File: config.mk
export PLATFORM = sky130hd
export DESIGN_NAME = serial_comp_ctrl
export DESIGN_NICKNAME = d
export VERILOG_FILES = /design/src/rtl/comp_pkg.sv /design/src/rtl/bit_comp_cell.sv /design/src/rtl/serial_comp_ctrl.sv
export SDC_FILE = /design/constraint.sdc
export NUM_CORES = 1
export LEC_CHECK = 0
export CORE_UTILIZATION = 53
export CTS_CLUSTER_DIAMETER = 80
export DETAILED_ROUTE_END_ITERATION = 6
export GPL_ROUTABILITY_DRIVEN = 1
export PLACE_DENSITY_LB_ADDON = 0.2
export SLEW_MARGIN = 25
export SYNTH_ARGS = -nofsm -noshare
export SYNTH_HDL_FRONTEND = slang
export SYNTH_HIERARCHICAL = 1
export SYNTH_SLANG_ARGS = --single-unit
File: constraint.sdc
create_clock -name clk -period 6.75 [get_ports clk]
set_clock_uncertainty 0.1 [all_clocks]
set_input_delay 1.35 -clock clk [delete_from_list [all_inputs] [get_ports clk]]
set_output_delay 1.35 -clock clk [all_outputs]
set_load 0.005 [all_outputs]
File: src/rtl/comp_pkg.sv
// Shared encodings for the serial comparator: FSM states and the
// bit positions of the one-hot result vector.
package comp_pkg;
   localparam logic [1:0] ST_IDLE = 2'd0;
   localparam logic [1:0] ST_SCAN = 2'd1;
   localparam logic [1:0] ST_DONE = 2'd2;

   localparam int RES_GT = 0;
   localparam int RES_LT = 1;
   localparam int RES_EQ = 2;
   localparam int RES_W  = 3;
endpackage

File: src/rtl/bit_comp_cell.sv
// Single-bit magnitude compare cell; the controller walks operands through it
// one bit position per clock.
module bit_comp_cell (
   input  logic x,
   input  logic y,
   output logic gt,
   output logic lt,
   output logic eq
);
   assign gt = x & ~y;
   assign lt = ~x & y;
   assign eq = ~(x ^ y);
endmodule

File: src/rtl/serial_comp_ctrl.sv
// MSB-first serial unsigned comparator: one bit per clock through a shared
// 1-bit cell, terminating early on the first differing bit.
//
// state | meaning
// IDLE  | waiting for start; result flags and count hold last values
// SCAN  | evaluating bit a_q[idx] vs b_q[idx] each edge
// DONE  | result valid, one-cycle done pulse
module serial_comp_ctrl
   import comp_pkg::*;
#(
   parameter int WIDTH = 8
) (
   input  logic                         clk,
   input  logic                         rst,
   input  logic                         start,
   input  logic [WIDTH-1:0]             a,
   input  logic [WIDTH-1:0]             b,
   output logic                         busy,
   output logic                         done,
   output logic                         gt,
   output logic                         lt,
   output logic                         eq,
   output logic [$clog2(WIDTH+1)-1:0]   bits_examined
);
   localparam int IW = (WIDTH > 1) ? $clog2(WIDTH) : 1;
   localparam int CW = $clog2(WIDTH+1);
   localparam logic [IW-1:0] IDX_TOP = IW'(WIDTH-1);

   logic [1:0]       state;
   logic [1:0]       state_nxt;
   logic [WIDTH-1:0] a_q;
   logic [WIDTH-1:0] b_q;
   logic [IW-1:0]    idx;
   logic [CW-1:0]    cnt;
   logic [RES_W-1:0] res;
   logic             busy_nxt;
   logic             done_nxt;
   logic             cell_gt;
   logic             cell_lt;
   logic             cell_eq;
   logic             last_bit;

   assign last_bit = (idx == '0);

   bit_comp_cell u_cell (
      .x  (a_q[idx]),
      .y  (b_q[idx]),
      .gt (cell_gt),
      .lt (cell_lt),
      .eq (cell_eq)
   );

   // busy/done are registered from the next state so they line up with state
   always_ff @(posedge clk) begin
      if (rst) begin
         state <= ST_IDLE;
         busy  <= 1'b0;
         done  <= 1'b0;
      end else begin
         state <= state_nxt;
         busy  <= busy_nxt;
         done  <= done_nxt;
      end
   end

   always_comb begin
      state_nxt = state;
      case (state)
         ST_IDLE: if (start) state_nxt = ST_SCAN;
         ST_SCAN: if (!cell_eq || last_bit) state_nxt = ST_DONE;
         ST_DONE: state_nxt = ST_IDLE;
         default: state_nxt = ST_IDLE;
      endcase
   end

   always_comb begin
      busy_nxt = (state_nxt != ST_IDLE);
      done_nxt = (state_nxt == ST_DONE);
   end

   always_ff @(posedge clk) begin
      if (rst) begin
         a_q <= '0;
         b_q <= '0;
         idx <= '0;
         cnt <= '0;
         res <= '0;
      end else begin
         case (state)
            ST_IDLE: begin
               if (start) begin
                  a_q <= a;
                  b_q <= b;
                  idx <= IDX_TOP;
                  cnt <= '0;
                  res <= '0;
               end
            end
            ST_SCAN: begin
               cnt <= cnt + CW'(1);
               if (cell_gt) begin
                  res         <= '0;
                  res[RES_GT] <= 1'b1;
               end else if (cell_lt) begin
                  res         <= '0;
                  res[RES_LT] <= 1'b1;
               end else if (last_bit) begin
                  res         <= '0;
                  res[RES_EQ] <= 1'b1;
               end else begin
                  idx <= idx - IW'(1);
               end
            end
            default: ;
         endcase
      end
   end

   assign gt            = res[RES_GT];
   assign lt            = res[RES_LT];
   assign eq            = res[RES_EQ];
   assign bits_examined = cnt;
endmodule

==> flow_metrics.tcl, run 1 <==
set metrics [dict create \
    drc 0 \
    leakage_nw 0.598 \
    crit_fanout 19 \
    antenna_found_initial 0 \
    rsz0062_at_grt "no" \
    yosysSeqAreaShare_pct 44.1 \
    path_cells "clkdlybuf4s50_1 -> nor3b_4 -> a211oi_1 -> a311oi_1" \
    numPortBuffers 27 \
    max-vdd-ir-drop_v 0.000160 \
    clk_latency_ns 0.33 \
    arrival_ns 2.90 \
    cp.buffers_inverters 1 \
    start_kind "primary input" \
    grt_max_degree 31 \
    slew_viol_final 0 \
    fin_crit_ns 2.77 \
    dieHeight_um 52.7 \
    place_area_sq_um 1610 \
    grt_pass1_vias 1061 \
    fin_area_sq_um 1650 \
    pin_count 28 \
    num_rows 18 \
    final_common_cell "nand2_1" \
    r2r_end "idx[0]$_SDFFE_PP0P_" \
    dr.pass1.iters 4 \
    worst_pin_slew_ns 0.712 \
    yosysUniqueCellTypes 26 \
    reg2reg_slack_ns 4.18 \
    cts_made_buffers 5 \
    synth_edf_count 0 \
    cp-end-kind "register" \
    syn-cell-area_sq_um 1360 \
    fill_cells 210 \
    htree_levels 2 \
    clkTransAtPathRegs_ns 0.09 \
    slew_headroom_pct 52.5 \
    overflow 0 \
    final_cell_mix "nand2_1 (44), dfxtp_1 (30), clkdlybuf4s50_1 (26), a21oi_1 (19), inv_1 (7)" \
    maxCapViolations 0 \
    syn_avg_cell_area_sq_um 8.85 \
    cts_buffer_depth 2 \
    total_power_mw 0.422 \
    setup_viol 0 \
    root_buffer "clkbuf_4" \
    dpl_worst_slack_ns 3.63 \
    stdcell_count 207 \
    async_flop_share_pct 0 \
    cp.required_ns 6.88 \
    critPathKind "in2reg" \
    cts_tree "yes" \
    critPathSlowestCell "nor3b_4" \
    reg2regPathDepth 7 \
    reg2reg_from "idx[1]$_SDFFE_PP0P_" \
    ctsResizeCount 0 \
    setup_slack_ns 3.98 \
    antenna_cells 0 \
    drt_iter0_drc 21 \
    finalNetCount 201 \
    status "finished, final reports clean" \
    ys_warn_count 6 \
    coreArea_sq_um 2450 \
    hold_path_depth 2 \
    gp_congestion 0.737 \
    syn_inst 154 \
    synth-main-ff-cell "dfxtp_1" \
    layout-drive-gt1-share_pct 6.78 \
    dp_hpwl_um 1900 \
    ys_seq_elements 30 \
    fmax_mhz 361 \
    finalSetupTns_ns 0 \
    track_usage_pct 22.7 \
    fin_crit_sh_pct 41.0 \
    hold_start "b_q[5]$_SDFFE_PP0P_" \
    min_path_type "reg2reg" \
    syn_to_final_growth_pct 20.9 \
    cts.sinks 30 \
    wirelength_um 2650 \
    hold_viol_final 0 \
    vias 1157 \
    syn_nets 178 \
    cp_slowest_stage_delay_ns 0.63 \
    post_cts_buffers 0 \
    place_inst 200 \
    vias_per_cell 5.59 \
    ant_nets 0 \
    cts_hold_buf 0 \
    path_delay_family "simple AND/OR/NAND/NOR gates" \
    die_area_sq_um 2780 \
    wl_per_cell_um 12.8 \
    initial_utilization_pct 55.5 \
    p_per_area_nw_per_um2 256 \
    die_x_um 52.7 \
    grt_pass1_wl_um 4420 \
    hold-path-endpoint "b_q[5]$_SDFFE_PP0P_" \
]
## worst max-delay path by stage
| stage | slack, ns | start | to | depth (start not counted) |
|---|---|---|---|---|
| after floorplan | 4.41 | start | a_q[1]$_SDFFE_PP0P_ | 5 |
| after global placement | 3.72 | rst | res[0]$_SDFFE_PP0P_ | 3 |
| after detailed placement | 3.63 | start | idx[1]$_SDFFE_PP0P_ | 4 |
| after CTS | 3.96 | start | idx[1]$_SDFFE_PP0P_ | 4 |
| after global routing | 3.85 | start | idx[2]$_SDFFE_PP0P_ | 4 |
| final | 3.98 | start | idx[0]$_SDFFE_PP0P_ | 4 |
## area by class of cell
type	count	area [sq um]	area share, %
multi-input cells	106	673	40.9
flip-flops and latches	30	601	36.4
repair buffers	27	265	16.1
clock buffers	7	45.0	2.73
well taps	30	37.5	2.28
inverters	7	26.3	1.59
## state kept, by name, summed over array words and instances, names as in the netlist
signal / flops
bits_examined: 4
done: 1
a_q: 8
b_q: 8
res: 3
busy: 1
idx: 3
state: 2
## tightest hold or removal path, delay by kind of cell, from the launching register on
| kind | cells | cell delay [ns] |
|---|---|---|
| and+or+nand+nor | 1 | 0.05 |
| AOI/OAI and AO/OA | 1 | 0.05 |
| DFF | 1 | 0.31 |
## metrics by stage
stage          util [%]  hold slack, ns
2_1_floorplan         -           0.333
3_3_place_gp       65.5           0.341
3_5_place_dp       65.5           0.348
4_1_cts            67.3           0.360
5_1_grt            67.1           0.376
6_report           67.1           0.357
## routing by layer
layer | global-route usage [%] | vias up | part of all wire [%]
li1 | - | 574 | -
met2 | 39.9 | 26 | 51
met3 | 8.99 | 7 | 4.4
met1 | 23.3 | 550 | 43
met5 | 0 | - | 0
met4 | 10.5 | 0 | 1.9
## cell families after synthesis
logic type                 synth area share (%)
AOI/OAI and AO/OA                          16.1
adders and majority gates                  4.59
buffers and inverters                      6.52
DFF                                        44.1
muxes                                      6.61
and+or+nand+nor                            22.1
## where the power goes
part / switching (mW) / total, mW / internal, mW
Clock: 0.0573 / 0.0965 / 0.0392
Combinational: 0.0558 / 0.110 / 0.0541
Sequential: 0.0201 / 0.216 / 0.196
## synth_stat cells (3+ instances only)
master / number / share of area [%]
a211oi_1: 5 / 2.8
a21oi_1: 19 / 7.0
a311oi_1: 4 / 2.6
a31oi_1: 3 / 1.4
buf_2: 5 / 1.8
clkbuf_1: 4 / 1.1
dfxtp_1: 30 / 44
ha_1: 5 / 4.6
inv_1: 7 / 1.9
mux4_2: 4 / 6.6
nand2_1: 44 / 12
nand3_1: 3 / 1.1
nand3b_1: 3 / 1.7
No activity file was read; power rests on OpenSTA's default activity.
==> run 2, diff against run 1 <==
Settings changed: CORE_UTILIZATION 53 to 45.
Clock period 6.75 ns to 2.3 ns, I/O delays scaled along.
==> run 2 against run 1 <==
  * The flow now finishes with violations (design-rule violations)
  * Sequential power increased to 2.9 times the previous value
  * Worst hold slack improved by 0.0037 ns
  * First-iteration DRC count increased by 38%
  * Clock power increased to 3.4 times the previous value
  * Global-route usage decreased by 4.1 points
  * Power increased to 3.3 times the previous value
  * Non-clock buffer count increased by 11
  * Cell area increased by 9.9%
  * Utilization decreased by 2.5 points
  * Final cell count increased by 6.3%
  * Critical endpoint is now idx[1]$_SDFFE_PP0P_
  * Largest cell class unchanged
  * Largest power group unchanged
  * Highest routed layer unchanged
==> flow_metrics.tcl, run 2 (same netlist as run 1, synthesis figures left out) <==
set metrics [dict create \
    die_area_sq_um 3250 \
    num_rows 19 \
    clk_latency_ns 0.33 \
    vias 1192 \
    worst_pin_slew_ns 0.558 \
    reg2regPathDepth 9 \
    coreArea_sq_um 2810 \
    initial_utilization_pct 48.6 \
    vias_per_cell 5.42 \
    crit_fanout 6 \
    stdcell_count 220 \
    grt_max_degree 18 \
    status "finished, violations left" \
    place_inst 209 \
    syn_to_final_growth_pct 33.0 \
    drt_iter0_drc 29 \
    min_path_type "reg2reg" \
    antenna_cells 0 \
    critPathKind "reg2reg" \
    leakage_nw 0.673 \
    fin_area_sq_um 1810 \
    hold_ws_ns 0.361 \
    antenna_found_initial 0 \
    pin_count 28 \
    p_per_area_nw_per_um2 767 \
    gp_congestion 0.815 \
    grt_pass1_wl_um 4740 \
    cts_tree "yes" \
    slew_viol_final 0 \
    maxCapViolations 0 \
    violations "design-rule violations" \
    place_area_sq_um 1680 \
    dr.pass1.iters 6 \
    clkTransAtPathRegs_ns 0.09 \
    slew_headroom_pct 62.7 \
    arrival_ns 2.36 \
    drc 2 \
    cp-end-kind "register" \
    utilization_pct 64.6 \
    cts_made_buffers 5 \
    rsz0062_at_grt "yes" \
    ant_nets 0 \
    wirelength_um 2880 \
    finalNetCount 212 \
    cts_hold_buf 0 \
    dieHeight_um 57.0 \
    hold_path_depth 2 \
    root_buffer "clkbuf_4" \
    total_power_mw 1.39 \
    final_cell_mix "nand2_1 (41), dfxtp_1 (29), clkdlybuf4s50_1 (27), a21oi_1 (19), buf_4 (9)" \
    max-vdd-ir-drop_v 0.000442 \
    cp.required_ns 2.42 \
    layout-drive-gt1-share_pct 16.9 \
    final_common_cell "nand2_1" \
    cts.sinks 30 \
    overflow 0 \
    grt_pass1_vias 1088 \
    fill_cells 244 \
    track_usage_pct 18.6 \
    start_kind "register" \
    cts_buffer_depth 2 \
    dp_hpwl_um 2090 \
    numPortBuffers 27 \
    fin_crit_ns 2.23 \
    htree_levels 2 \
    hold_viol_final 0 \
    fmax_mhz 448 \
    wl_per_cell_um 13.1 \
    fin_crit_sh_pct 97.1 \
    setup_viol 0 \
    die_x_um 57.0 \
]
-- run 2: changes by cell type in the layout (fill, tap and decap cells not counted), sizes merged --
| cell | change |
|---|---|
| clkdlybuf4s50 | +1 |
| clkinv | +1 |
| buf | +10 |
-- run 2: metal layers --
| layer | up-vias | part of all wire [%] | track usage (%) | routed length, um |
|---|---|---|---|---|
| li1 | 601 | - | - | - |
| met1 | 556 | 47 | 24.2 | 1340 |
| met2 | 31 | 48 | 29.4 | 1380 |
| met3 | 4 | 4.5 | 6.12 | 130 |
| met4 | 0 | 0.90 | 5.57 | 26 |
| met5 | - | 0 | 0 | 0 |
-- run 2: metrics by stage --
step	setup slack [ns]	setup TNS (ns)
final	0.0670	0
after global routing	-0.0701	-0.101
after CTS	0.0281	0
after detailed placement	-0.0633	-0.152
after global placement	0.0244	0
after floorplan	0.0492	0
-- run 2: cell type report --
| cell class | instances | area, sq um | share of cell area (%) |
|---|---|---|---|
| clock buffer | 7 | 55.1 | 3.04 |
| tap | 31 | 38.8 | 2.14 |
| sequential | 30 | 602 | 33.2 |
| multi-input combinational | 106 | 716 | 39.5 |
| clock inverter | 1 | 5.00 | 0.276 |
| inverter | 7 | 26.3 | 1.45 |
| timing repair buffer | 38 | 369 | 20.4 |
-- run 2: critical path, cell delays in order, from the launching register on --
cell	delay, ns
dfxtp_2	0.35
buf_6	0.11
mux4_2	0.51
nand2_2	0.08
nand2_2	0.07
ha_4	0.17
nor4b_4	0.24
buf_4	0.18
a211oi_2	0.06
a311oi_1	0.26
-- run 2: what timing repair did --
action,in CTS,in global routing
setup endpoints to repair,3,5
pin swaps,5,5
buffers inserted,2,1
gates resized for setup,1,10
endpoints found under the hold margin,0,0
-- run 2: final timing paths --
check	end	slack, ns	from
worst max-delay path	idx[1]$_SDFFE_PP0P_	0.07	idx[1]$_SDFFE_PP0P_
worst min-delay path	b_q[3]$_SDFFE_PP0P_	0.36	b_q[3]$_SDFFE_PP0P_
worst max register to register	idx[1]$_SDFFE_PP0P_	0.07	idx[1]$_SDFFE_PP0P_
worst min register to register	b_q[3]$_SDFFE_PP0P_	0.36	b_q[3]$_SDFFE_PP0P_
-- run 2: power by group --
group	internal, mW	total [mW]	switching, mW
clock network	0.148	0.329	0.181
logic	0.228	0.430	0.202
registers	0.575	0.630	0.0548
